**src/rtl/i2c_master_tx_engine.sv**
```systemverilog
// Byte-level I2C master transmit engine.
// A start command produces START and the address byte. Bytes are then drained
// from a first-word-fall-through TX FIFO, each followed by an ACK slot. The
// frame ends with STOP. All timing derives from a quarter-bit tick.
module i2c_master_tx_engine #(
  parameter int PRESCALE_W = 8,
  parameter int DATA_W     = 8
) (
  input  logic                  core_clk,
  input  logic                  core_reset,
  input  logic [PRESCALE_W-1:0] prescale,
  input  logic [DATA_W-1:0]     addr_byte,
  input  logic                  cmd_start,
  input  logic                  cmd_stop,
  input  logic [DATA_W-1:0]     tx_data,
  input  logic                  tx_empty,
  output logic                  tx_rd_en,
  input  logic                  sda_in,
  output logic                  sda_out,
  output logic                  scl_out,
  output logic                  busy,
  output logic                  done,
  output logic                  ack_err
);

  localparam int                  BIT_CNT_W = $clog2(DATA_W);
  localparam logic [BIT_CNT_W-1:0] LAST_BIT = BIT_CNT_W'(DATA_W - 1);

  typedef enum logic [2:0] {
    S_IDLE,
    S_START,
    S_ADDR,
    S_DATA,
    S_ACK,
    S_STOP
  } state_t;

  state_t                r_state;
  logic [PRESCALE_W-1:0] r_prescale;
  logic [PRESCALE_W-1:0] r_tick_cnt;
  logic [1:0]            r_quarter;
  logic [BIT_CNT_W-1:0]  r_bit_cnt;
  logic [DATA_W-1:0]     r_shift;
  logic                  r_nack;
  logic                  r_sda;
  logic                  r_scl;
  logic                  r_busy;
  logic                  r_done;
  logic                  r_ack_err;
  logic                  r_tx_rd_en;
  logic                  w_tick;

  // A quarter-bit ends when the counter reaches the prescale value latched at START.
  assign w_tick = r_busy && (r_tick_cnt == r_prescale);

  // Quarter-bit counter: held at zero while idle so the first quarter is full length.
  // NOTE: sequential state uses non-blocking assignments so every register updates from pre-edge values.
  always_ff @(posedge core_clk or posedge core_reset) begin
    if (core_reset) begin
      r_tick_cnt <= '0;
    end else if (!r_busy || w_tick) begin
      r_tick_cnt <= '0;
    end else begin
      r_tick_cnt <= r_tick_cnt + PRESCALE_W'(1);
    end
  end

  // Frame sequencer: the pin levels for each quarter are registered on the tick that opens it.
  always_ff @(posedge core_clk or posedge core_reset) begin
    if (core_reset) begin
      r_state    <= S_IDLE;
      r_prescale <= '0;
      r_quarter  <= '0;
      r_bit_cnt  <= '0;
      r_shift    <= '0;
      r_nack     <= 1'b0;
      r_sda      <= 1'b1;
      r_scl      <= 1'b1;
      r_busy     <= 1'b0;
      r_done     <= 1'b0;
      r_ack_err  <= 1'b0;
      r_tx_rd_en <= 1'b0;
    end else begin
      r_done     <= 1'b0;
      r_tx_rd_en <= 1'b0;
      case (r_state)
        S_IDLE: begin
          if (cmd_start) begin
            r_prescale <= prescale;
            r_shift    <= addr_byte;
            r_ack_err  <= 1'b0;
            r_nack     <= 1'b0;
            r_busy     <= 1'b1;
            r_quarter  <= '0;
            r_state    <= S_START;
          end
        end

        // Two quarters with both lines high, then SDA falls with SCL still high.
        S_START: begin
          if (w_tick) begin
            r_quarter <= r_quarter + 2'd1;
            if (r_quarter == 2'd1) begin
              r_sda <= 1'b0;
            end
            if (r_quarter == 2'd3) begin
              r_bit_cnt <= LAST_BIT;
              r_scl     <= 1'b0;
              r_sda     <= r_shift[DATA_W-1];
              r_state   <= S_ADDR;
            end
          end
        end

        // Address and data bytes share the shifter, MSB first.
        S_ADDR, S_DATA: begin
          if (w_tick) begin
            r_quarter <= r_quarter + 2'd1;
            case (r_quarter)
              2'd1: r_scl <= 1'b1;
              2'd3: begin
                r_scl <= 1'b0;
                if (r_bit_cnt == '0) begin
                  r_sda   <= 1'b1;
                  r_nack  <= 1'b0;
                  r_state <= S_ACK;
                end else begin
                  r_bit_cnt <= r_bit_cnt - BIT_CNT_W'(1);
                  r_shift   <= {r_shift[DATA_W-2:0], 1'b0};
                  r_sda     <= r_shift[DATA_W-2];
                end
              end
              default: ;
            endcase
          end
        end

        // SDA released; the slave answer is taken on the tick closing the high-SCL quarter.
        S_ACK: begin
          if (w_tick) begin
            r_quarter <= r_quarter + 2'd1;
            case (r_quarter)
              2'd1: r_scl <= 1'b1;
              2'd2: begin
                if (sda_in) begin
                  r_nack    <= 1'b1;
                  r_ack_err <= 1'b1;
                end
              end
              2'd3: begin
                r_scl <= 1'b0;
                if (r_nack || cmd_stop || tx_empty) begin
                  r_sda   <= 1'b0;
                  r_state <= S_STOP;
                end else begin
                  // The head byte is captured on this edge, so the pop that follows is safe.
                  r_tx_rd_en <= 1'b1;
                  r_shift    <= tx_data;
                  r_bit_cnt  <= LAST_BIT;
                  r_sda      <= tx_data[DATA_W-1];
                  r_state    <= S_DATA;
                end
              end
              default: ;
            endcase
          end
        end

        // SCL rises with SDA low, then SDA rises while SCL is high.
        S_STOP: begin
          if (w_tick) begin
            r_quarter <= r_quarter + 2'd1;
            case (r_quarter)
              2'd0: r_scl <= 1'b1;
              2'd1: r_sda <= 1'b1;
              2'd3: begin
                r_busy  <= 1'b0;
                r_done  <= 1'b1;
                r_state <= S_IDLE;
              end
              default: ;
            endcase
          end
        end

        default: r_state <= S_IDLE;
      endcase
    end
  end

  assign sda_out  = r_sda;
  assign scl_out  = r_scl;
  assign busy     = r_busy;
  assign done     = r_done;
  assign ack_err  = r_ack_err;
  assign tx_rd_en = r_tx_rd_en;

endmodule

```
**config.mk**
```make
export PLATFORM = sky130hd
export DESIGN_NAME = i2c_master_tx_engine
export DESIGN_NICKNAME = d
export VERILOG_FILES = /design/src/rtl/i2c_master_tx_engine.sv
export SDC_FILE = /design/constraint.sdc
export NUM_CORES = 1
export LEC_CHECK = 0
export CORE_UTILIZATION = 58
export CTS_CLUSTER_DIAMETER = 120
export DETAILED_ROUTE_END_ITERATION = 10
export GPL_TIMING_DRIVEN = 0
export HOLD_SLACK_MARGIN = 0.08
export MAX_ROUTING_LAYER = met4
export PLACE_DENSITY = 0.92
export SLEW_MARGIN = 20
export SYNTH_ARGS = -nofsm -noshare
export SYNTH_HDL_FRONTEND = slang
export SYNTH_SLANG_ARGS = --single-unit
```
**constraint.sdc**
```tcl
create_clock -name core_clk -period 5.26 [get_ports core_clk]
set_clock_uncertainty 0.2 [all_clocks]
set_input_delay 0.789 -clock core_clk [delete_from_list [all_inputs] [get_ports core_clk]]
set_output_delay 0.789 -clock core_clk [all_outputs]
set_load 0.005 [all_outputs]
```
==> impl_metrics.env, run 1 <==
export IMPL_via_per_inst=6.049
export IMPL_antenna_found_initial=0
export IMPL_path_depth=6
export IMPL_num_rows=22
export IMPL_clk_pin_slew_ps=80
export IMPL_slowest_stage="nor4_2"
export IMPL_netlist_instances=234
export IMPL_layout_drive_gt1_share_pct=14.39
export IMPL_grt_pass1_vias=1901
export IMPL_chipHeight_microns=65.74
export IMPL_grt_pass1_wl_microns=9128
export IMPL_synth_edff_count=0
export IMPL_slew_violations=0
export IMPL_outcome="finished clean"
export IMPL_gp_congestion=0.9249
export IMPL_reg2reg_depth=6
export IMPL_track_usage_pct=29.77
export IMPL_hold_viol=0
export IMPL_path_class="primary input to flop"
export IMPL_cp_slowest_stage_delay_ps=630
export IMPL_synth_seq_area_share_pct=41.53
export IMPL_synthesis_area_sq_um=2356
export IMPL_dpl_cell_area_sq_um=2794
export IMPL_grt_max_degree=22
export IMPL_coreArea_sq_um=3771
export IMPL_root_buffer="clkbuf_8"
export IMPL_ant_nets=0
export IMPL_io_pins=36
export IMPL_drc=0
export IMPL_yosysUniqueCellTypes=49
export IMPL_clockBufferDepth=2
export IMPL_worst_endpoint_required_ps=5260
export IMPL_synth_top_area_cell="dfrtp_1"
export IMPL_synth_flop_cell="dfrtp_1"
export IMPL_netSwitchingFraction_pct=22.95
export IMPL_cts_max_level=2
export IMPL_syn2layout_area_growth_pct=22.20
export IMPL_wl_per_cell_microns=16.69
export IMPL_cp_top_family="simple AND/OR/NAND/NOR gates"
export IMPL_switchingPower_mw=0.1271
export IMPL_setup_slack_ps=2404
export IMPL_ctsResizeCount=0
export IMPL_clk_latency_ps=300
export IMPL_avgSynthCellArea_sq_um=10.07
export IMPL_worst_path_max_fanout=6
export IMPL_cts_sinks=39
export IMPL_vias=1972
export IMPL_p_clk_share_pct=36.2
export IMPL_hpwl_microns=4013
export IMPL_hp_class="flop to flop"
export IMPL_numCtsBuffers=5
export IMPL_power_density_nw_per_um2=192.4
export IMPL_combPwrFrac_pct=8.7
export IMPL_crit_chain="clkdlybuf4s50_1 > nor3_1 > a22oi_1 > nor4_2 > a21oi_1 > a21o_1"
export IMPL_cp_data_arrival_time_ps=2850
export IMPL_synth_warnings=0
export IMPL_synth_seq_cells=39
export IMPL_async_reset_ff_share_pct=100.0
export IMPL_diodes=0
export IMPL_fillers=267
export IMPL_rsz0062_at_grt="no"
export IMPL_hold_path_cell_count=1
export IMPL_cp_buffers_inverters=1
export IMPL_nNetsFinal=314
export IMPL_grt_ovfl_total=0
export IMPL_hold_ws_ps=298.6
export IMPL_tritoncts="done"
export IMPL_p_leak_nw=1.256
export IMPL_pwr_share_seq_pct=55.1
export IMPL_power_mw=0.5538
export IMPL_period_needed_ps=2856
export IMPL_setup_violations=0
export IMPL_die_x_microns=65.74
export IMPL_drt_pre_antenna_iters=4
export IMPL_drtIter0Drc=156
export IMPL_crit_path_end_kind="flop"
export IMPL_min_period_over_period_pct=54.30
export IMPL_syn_num_nets=271
export IMPL_port_buffers=35
export IMPL_drt_wl_total_microns=5442
export IMPL_setup_tns_final_ps=0
export IMPL_hold_buffers=0
export IMPL_synthTopCellsByArea="dfrtp_1 39%, mux2_4 5.1%, mux2_2 4.3%"
export IMPL_worstSetupStartpointType="primary input"
export IMPL_p_int_mw=0.4267
export IMPL_cts_setup_buffers=0
export IMPL_worstMarginPinSlew_ps=615.8
export IMPL_synth_top_area_share_pct=39.30
export IMPL_start_util_pct=62.48
export IMPL_max_freq_ghz=0.3501
export IMPL_die_area_sq_um=4321
export IMPL_relSlewSlack_pct=58.61
export IMPL_stdcell_area_sq_um=2879
export IMPL_mostFrequentLayoutCells="37 x dfrtp_1, 35 x clkdlybuf4s50_1, 19 x nor2_1"
export IMPL_max_cap_violations=0
export IMPL_final_common_cell="dfrtp_1"
export IMPL_ir_drop_uv=188.5
export IMPL_place_ws_ps=2186
cell usage after synthesis, types with 6 or more instances:
library cell and number:
a21oi_1 9, o21ai_0 11, clkbuf_1 9, mux2_4 8, or3_1 12, mux2i_1 9, mux2_2 9, xnor2_1 10
nand3_1 6, dfrtp_1 37, ha_1 7, nor2_1 19, nand2_1 9, o211ai_1 7, inv_1 10
metrics by stage:
| stage | instances | util [%] |
|---|---|---|
| after floorplan | 234 | - |
| after global placement | 317 | 73.36 |
| after detailed placement | 318 | 74.09 |
| after CTS | 326 | 76.34 |
| after global routing | 326 | 76.34 |
| final | 326 | 76.34 |
final timing paths:
kind                                      end  slack (ps)    startpoint
worst max-delay path             r_bit_cnt[0]        2400      cmd_stop
worst min-delay path             r_bit_cnt[1]         300  r_bit_cnt[1]
worst max register to register     r_shift[1]        2890  r_quarter[1]
worst min register to register   r_bit_cnt[1]         300  r_bit_cnt[1]
max in group asynchronous       r_prescale[2]        3790    core_reset
min in group asynchronous       r_prescale[5]         610    core_reset
state kept, by name, summed over array words and instances, names as in the netlist:
signal	count
busy	1
r_nack	1
tx_rd_en	1
r_prescale	8
sda_out	1
ack_err	1
scl_out	1
r_quarter	2
r_state	3
r_bit_cnt	3
r_tick_cnt	8
r_shift	8
done	1
cell type report:
cell class	count	area [sq um]	area share, %
inverters	10	37.54	1.304
clock buffers	6	72.57	2.521
clock inverters	2	12.51	0.4346
well taps	48	60.06	2.086
flip-flops and latches	39	978.4	33.99
multi-input cells	172	1286	44.68
plain buffers	13	53.80	1.869
repair buffers	36	377.9	13.12
power by group through the flow:
| stage | clock (mW) | combinational, mW | sequential, mW |
|---|---|---|---|
| final | 0.200 | 0.0484 | 0.305 |
| after global routing | 0.217 | 0.0530 | 0.305 |
| after CTS | 0.204 | 0.0488 | 0.305 |
| after detailed placement | 0 | 0.0483 | 0.311 |
| after global placement | 0 | 0.0447 | 0.311 |
| after floorplan | 0 | 0.0194 | 0.310 |
cells by family (layout without fill, tap and decap cells):
family          after synthesis  after routing  synth area share [%]
xor+xnor                     14             14                 5.523
fa+ha+maj                     7              7                 3.717
simple gates                 74             74                 17.15
flops                        39             39                 41.53
buf+inv                      23             67                 3.876
mux                          26             26                 13.22
compound gates               51             51                 14.98
routing by layer:
layer	part of all wire [%]	vias up	global-route usage [%]
met3	7.1	22	5.208
met5	0	-	-
li1	-	928	-
met2	46	92	44.77
met4	3.3	0	15.49
met1	43	930	38.36
No activity file was read; power rests on OpenSTA's default activity.
==> run 2, diff against run 1 <==
--- a/config.mk
+++ b/config.mk
@@ -5,13 +5,13 @@
 export SDC_FILE = /design/constraint.sdc
 export NUM_CORES = 1
 export LEC_CHECK = 0
-export CORE_UTILIZATION = 58
+export CORE_UTILIZATION = 54
 export CTS_CLUSTER_DIAMETER = 120
 export DETAILED_ROUTE_END_ITERATION = 10
 export GPL_TIMING_DRIVEN = 0
 export HOLD_SLACK_MARGIN = 0.08
 export MAX_ROUTING_LAYER = met4
-export PLACE_DENSITY = 0.92
+export PLACE_DENSITY = 0.87
 export SLEW_MARGIN = 20
 export SYNTH_ARGS = -nofsm -noshare
 export SYNTH_HDL_FRONTEND = slang
==> constraint.sdc (replaced) <==
create_clock -name core_clk -period 2.9 [get_ports core_clk]
set_clock_uncertainty 0.2 [all_clocks]
set_input_delay 0.435 -clock core_clk [delete_from_list [all_inputs] [get_ports core_clk]]
set_output_delay 0.435 -clock core_clk [all_outputs]
set_load 0.005 [all_outputs]
==> impl_metrics.env, run 2 (same netlist as run 1, synthesis figures left out) <==
export IMPL_grt_max_degree=33
export IMPL_multiInputGateArea_sq_um=1286
export IMPL_gp_congestion=0.9544
export IMPL_clk_pin_slew_ps=80
export IMPL_slew_violations=0
export IMPL_clk_latency_ps=300
export IMPL_max_cap_violations=0
export IMPL_crit_path_end_kind="flop"
export IMPL_ant_nets=0
export IMPL_ir_drop_uv=303.9
export IMPL_dp_cells=320
export IMPL_cts_max_level=2
export IMPL_worst_endpoint_required_ps=2900
export IMPL_cp_data_arrival_time_ps=2490
export IMPL_root_buffer="clkbuf_8"
export IMPL_wl_per_cell_microns=16.40
export IMPL_die_x_microns=68.05
export IMPL_grt_ovfl_total=0
export IMPL_drt_wl_total_microns=5379
export IMPL_grt_pass1_wl_microns=8935
export IMPL_layout_drive_gt1_share_pct=14.39
export IMPL_p_leak_nw=1.253
export IMPL_rr_startpoint="r_quarter[1]"
export IMPL_drc=0
export IMPL_worst_path_max_fanout=6
export IMPL_hp_class="primary input to async pin"
export IMPL_final_cells=328
export IMPL_outcome="finished clean"
export IMPL_cts_sinks=39
export IMPL_clockBufferDepth=2
export IMPL_rsz0062_at_grt="no"
export IMPL_final_util_pct=70.33
export IMPL_drtIter0Drc=115
export IMPL_grt_pass1_vias=1907
export IMPL_cts_setup_buffers=0
export IMPL_setup_violations=0
export IMPL_cp_slowest_stage_delay_ps=580
export IMPL_io_pins=36
export IMPL_drt_pre_antenna_iters=4
export IMPL_reg_top3="r_prescale: 8 flops, r_shift: 8 flops, r_tick_cnt: 8 flops"
export IMPL_track_usage_pct=27.62
export IMPL_power_density_nw_per_um2=349.3
export IMPL_fillers=319
export IMPL_via_per_inst=5.893
export IMPL_period_needed_ps=2488
export IMPL_critPathLaunch="cmd_stop"
export IMPL_syn2layout_area_growth_pct=21.99
export IMPL_antenna_found_initial=0
export IMPL_crit_chain="clkdlybuf4s50_1 > nor3_1 > a22oi_1 > nor4_2 > a21oi_1 > a21o_1"
export IMPL_ctsResizeCount=0
export IMPL_worstMarginPinSlew_ps=624.2
export IMPL_ff_latch_area_sq_um=978.4
export IMPL_tritoncts="done"
export IMPL_max_freq_ghz=0.4020
export IMPL_hold_buffers=0
export IMPL_setup_tns_final_ps=0
export IMPL_nNetsFinal=314
export IMPL_coreArea_sq_um=4086
export IMPL_hpwl_microns=4006
export IMPL_chipHeight_microns=68.05
export IMPL_vias=1933
export IMPL_relSlewSlack_pct=58.39
export IMPL_path_class="primary input to flop"
export IMPL_port_buffers=35
export IMPL_mostFrequentLayoutCells="37 x dfrtp_1, 35 x clkdlybuf4s50_1, 19 x nor2_1"
export IMPL_final_common_cell="dfrtp_1"
export IMPL_worstSetupStartpointType="primary input"
export IMPL_die_area_sq_um=4631
export IMPL_start_util_pct=57.65
export IMPL_num_rows=23
export IMPL_hold_viol=0
export IMPL_min_period_over_period_pct=85.78
export IMPL_numCtsBuffers=5
export IMPL_diodes=0
export IMPL_slowest_stage="nor4_2"
[run 2: cell counts in the layout (fill, tap and decap cells not counted)]
Identical to the previous run, type by type.
[run 2: per-layer routing]
layer | up-vias | GRT usage (%) | share of wire (%)
met1 | 926 | 32.84 | 43
met4 | 0 | 8.594 | 1.7
met5 | - | - | 0
met2 | 72 | 45.83 | 49
li1 | 925 | - | -
met3 | 10 | 6.833 | 6.4
[run 2: final cells by class]
class | instances | share of cell area, %
multi-input combinational | 172 | 44.75
sequential | 39 | 34.04
timing repair buffer | 36 | 12.89
clock buffer | 6 | 2.525
tap | 50 | 2.177
buffer | 13 | 1.872
inverter | 10 | 1.306
clock inverter | 2 | 0.4353
[run 2: through the flow]
step	setup slack, ps	total power [mW]	hold WS [ps]	cell area (sq um)
6_report	412.4	1.004	160.6	2874
5_1_grt	159.1	1.041	170.8	2874
4_1_cts	403.3	1.012	161.4	2874
3_5_place_dp	89.38	0.6507	280.3	2789
3_3_place_gp	194.6	0.6443	279.4	2769
2_1_floorplan	736.9	0.5975	264.1	2356
[run 2: critical path, delay by kind of cell]
family | cells | cell delay (ps)
AND/OR/NAND/NOR | 2 | 1070
buffers and inverters | 1 | 410
AO/OA/AOI/OAI | 3 | 580
[run 2: worst paths after layout]
kind / to / cells after the start / slack [ps]
min in group core_clk: r_bit_cnt[1] / 1 / 290
max in group asynchronous: sda_out / 3 / 1850
min reg2reg: r_bit_cnt[1] / 1 / 290
max: r_bit_cnt[0] / 6 / 410
max reg2reg: r_shift[4] / 6 / 560
min: r_shift[0] / 2 / 160
[run 2: where the power goes]
part	leakage (nW)	total, mW	internal (mW)	switching [mW]
clock	0.0412	0.363	0.168	0.195
combinational	0.704	0.0872	0.0558	0.0313
sequential	0.508	0.553	0.549	0.00402
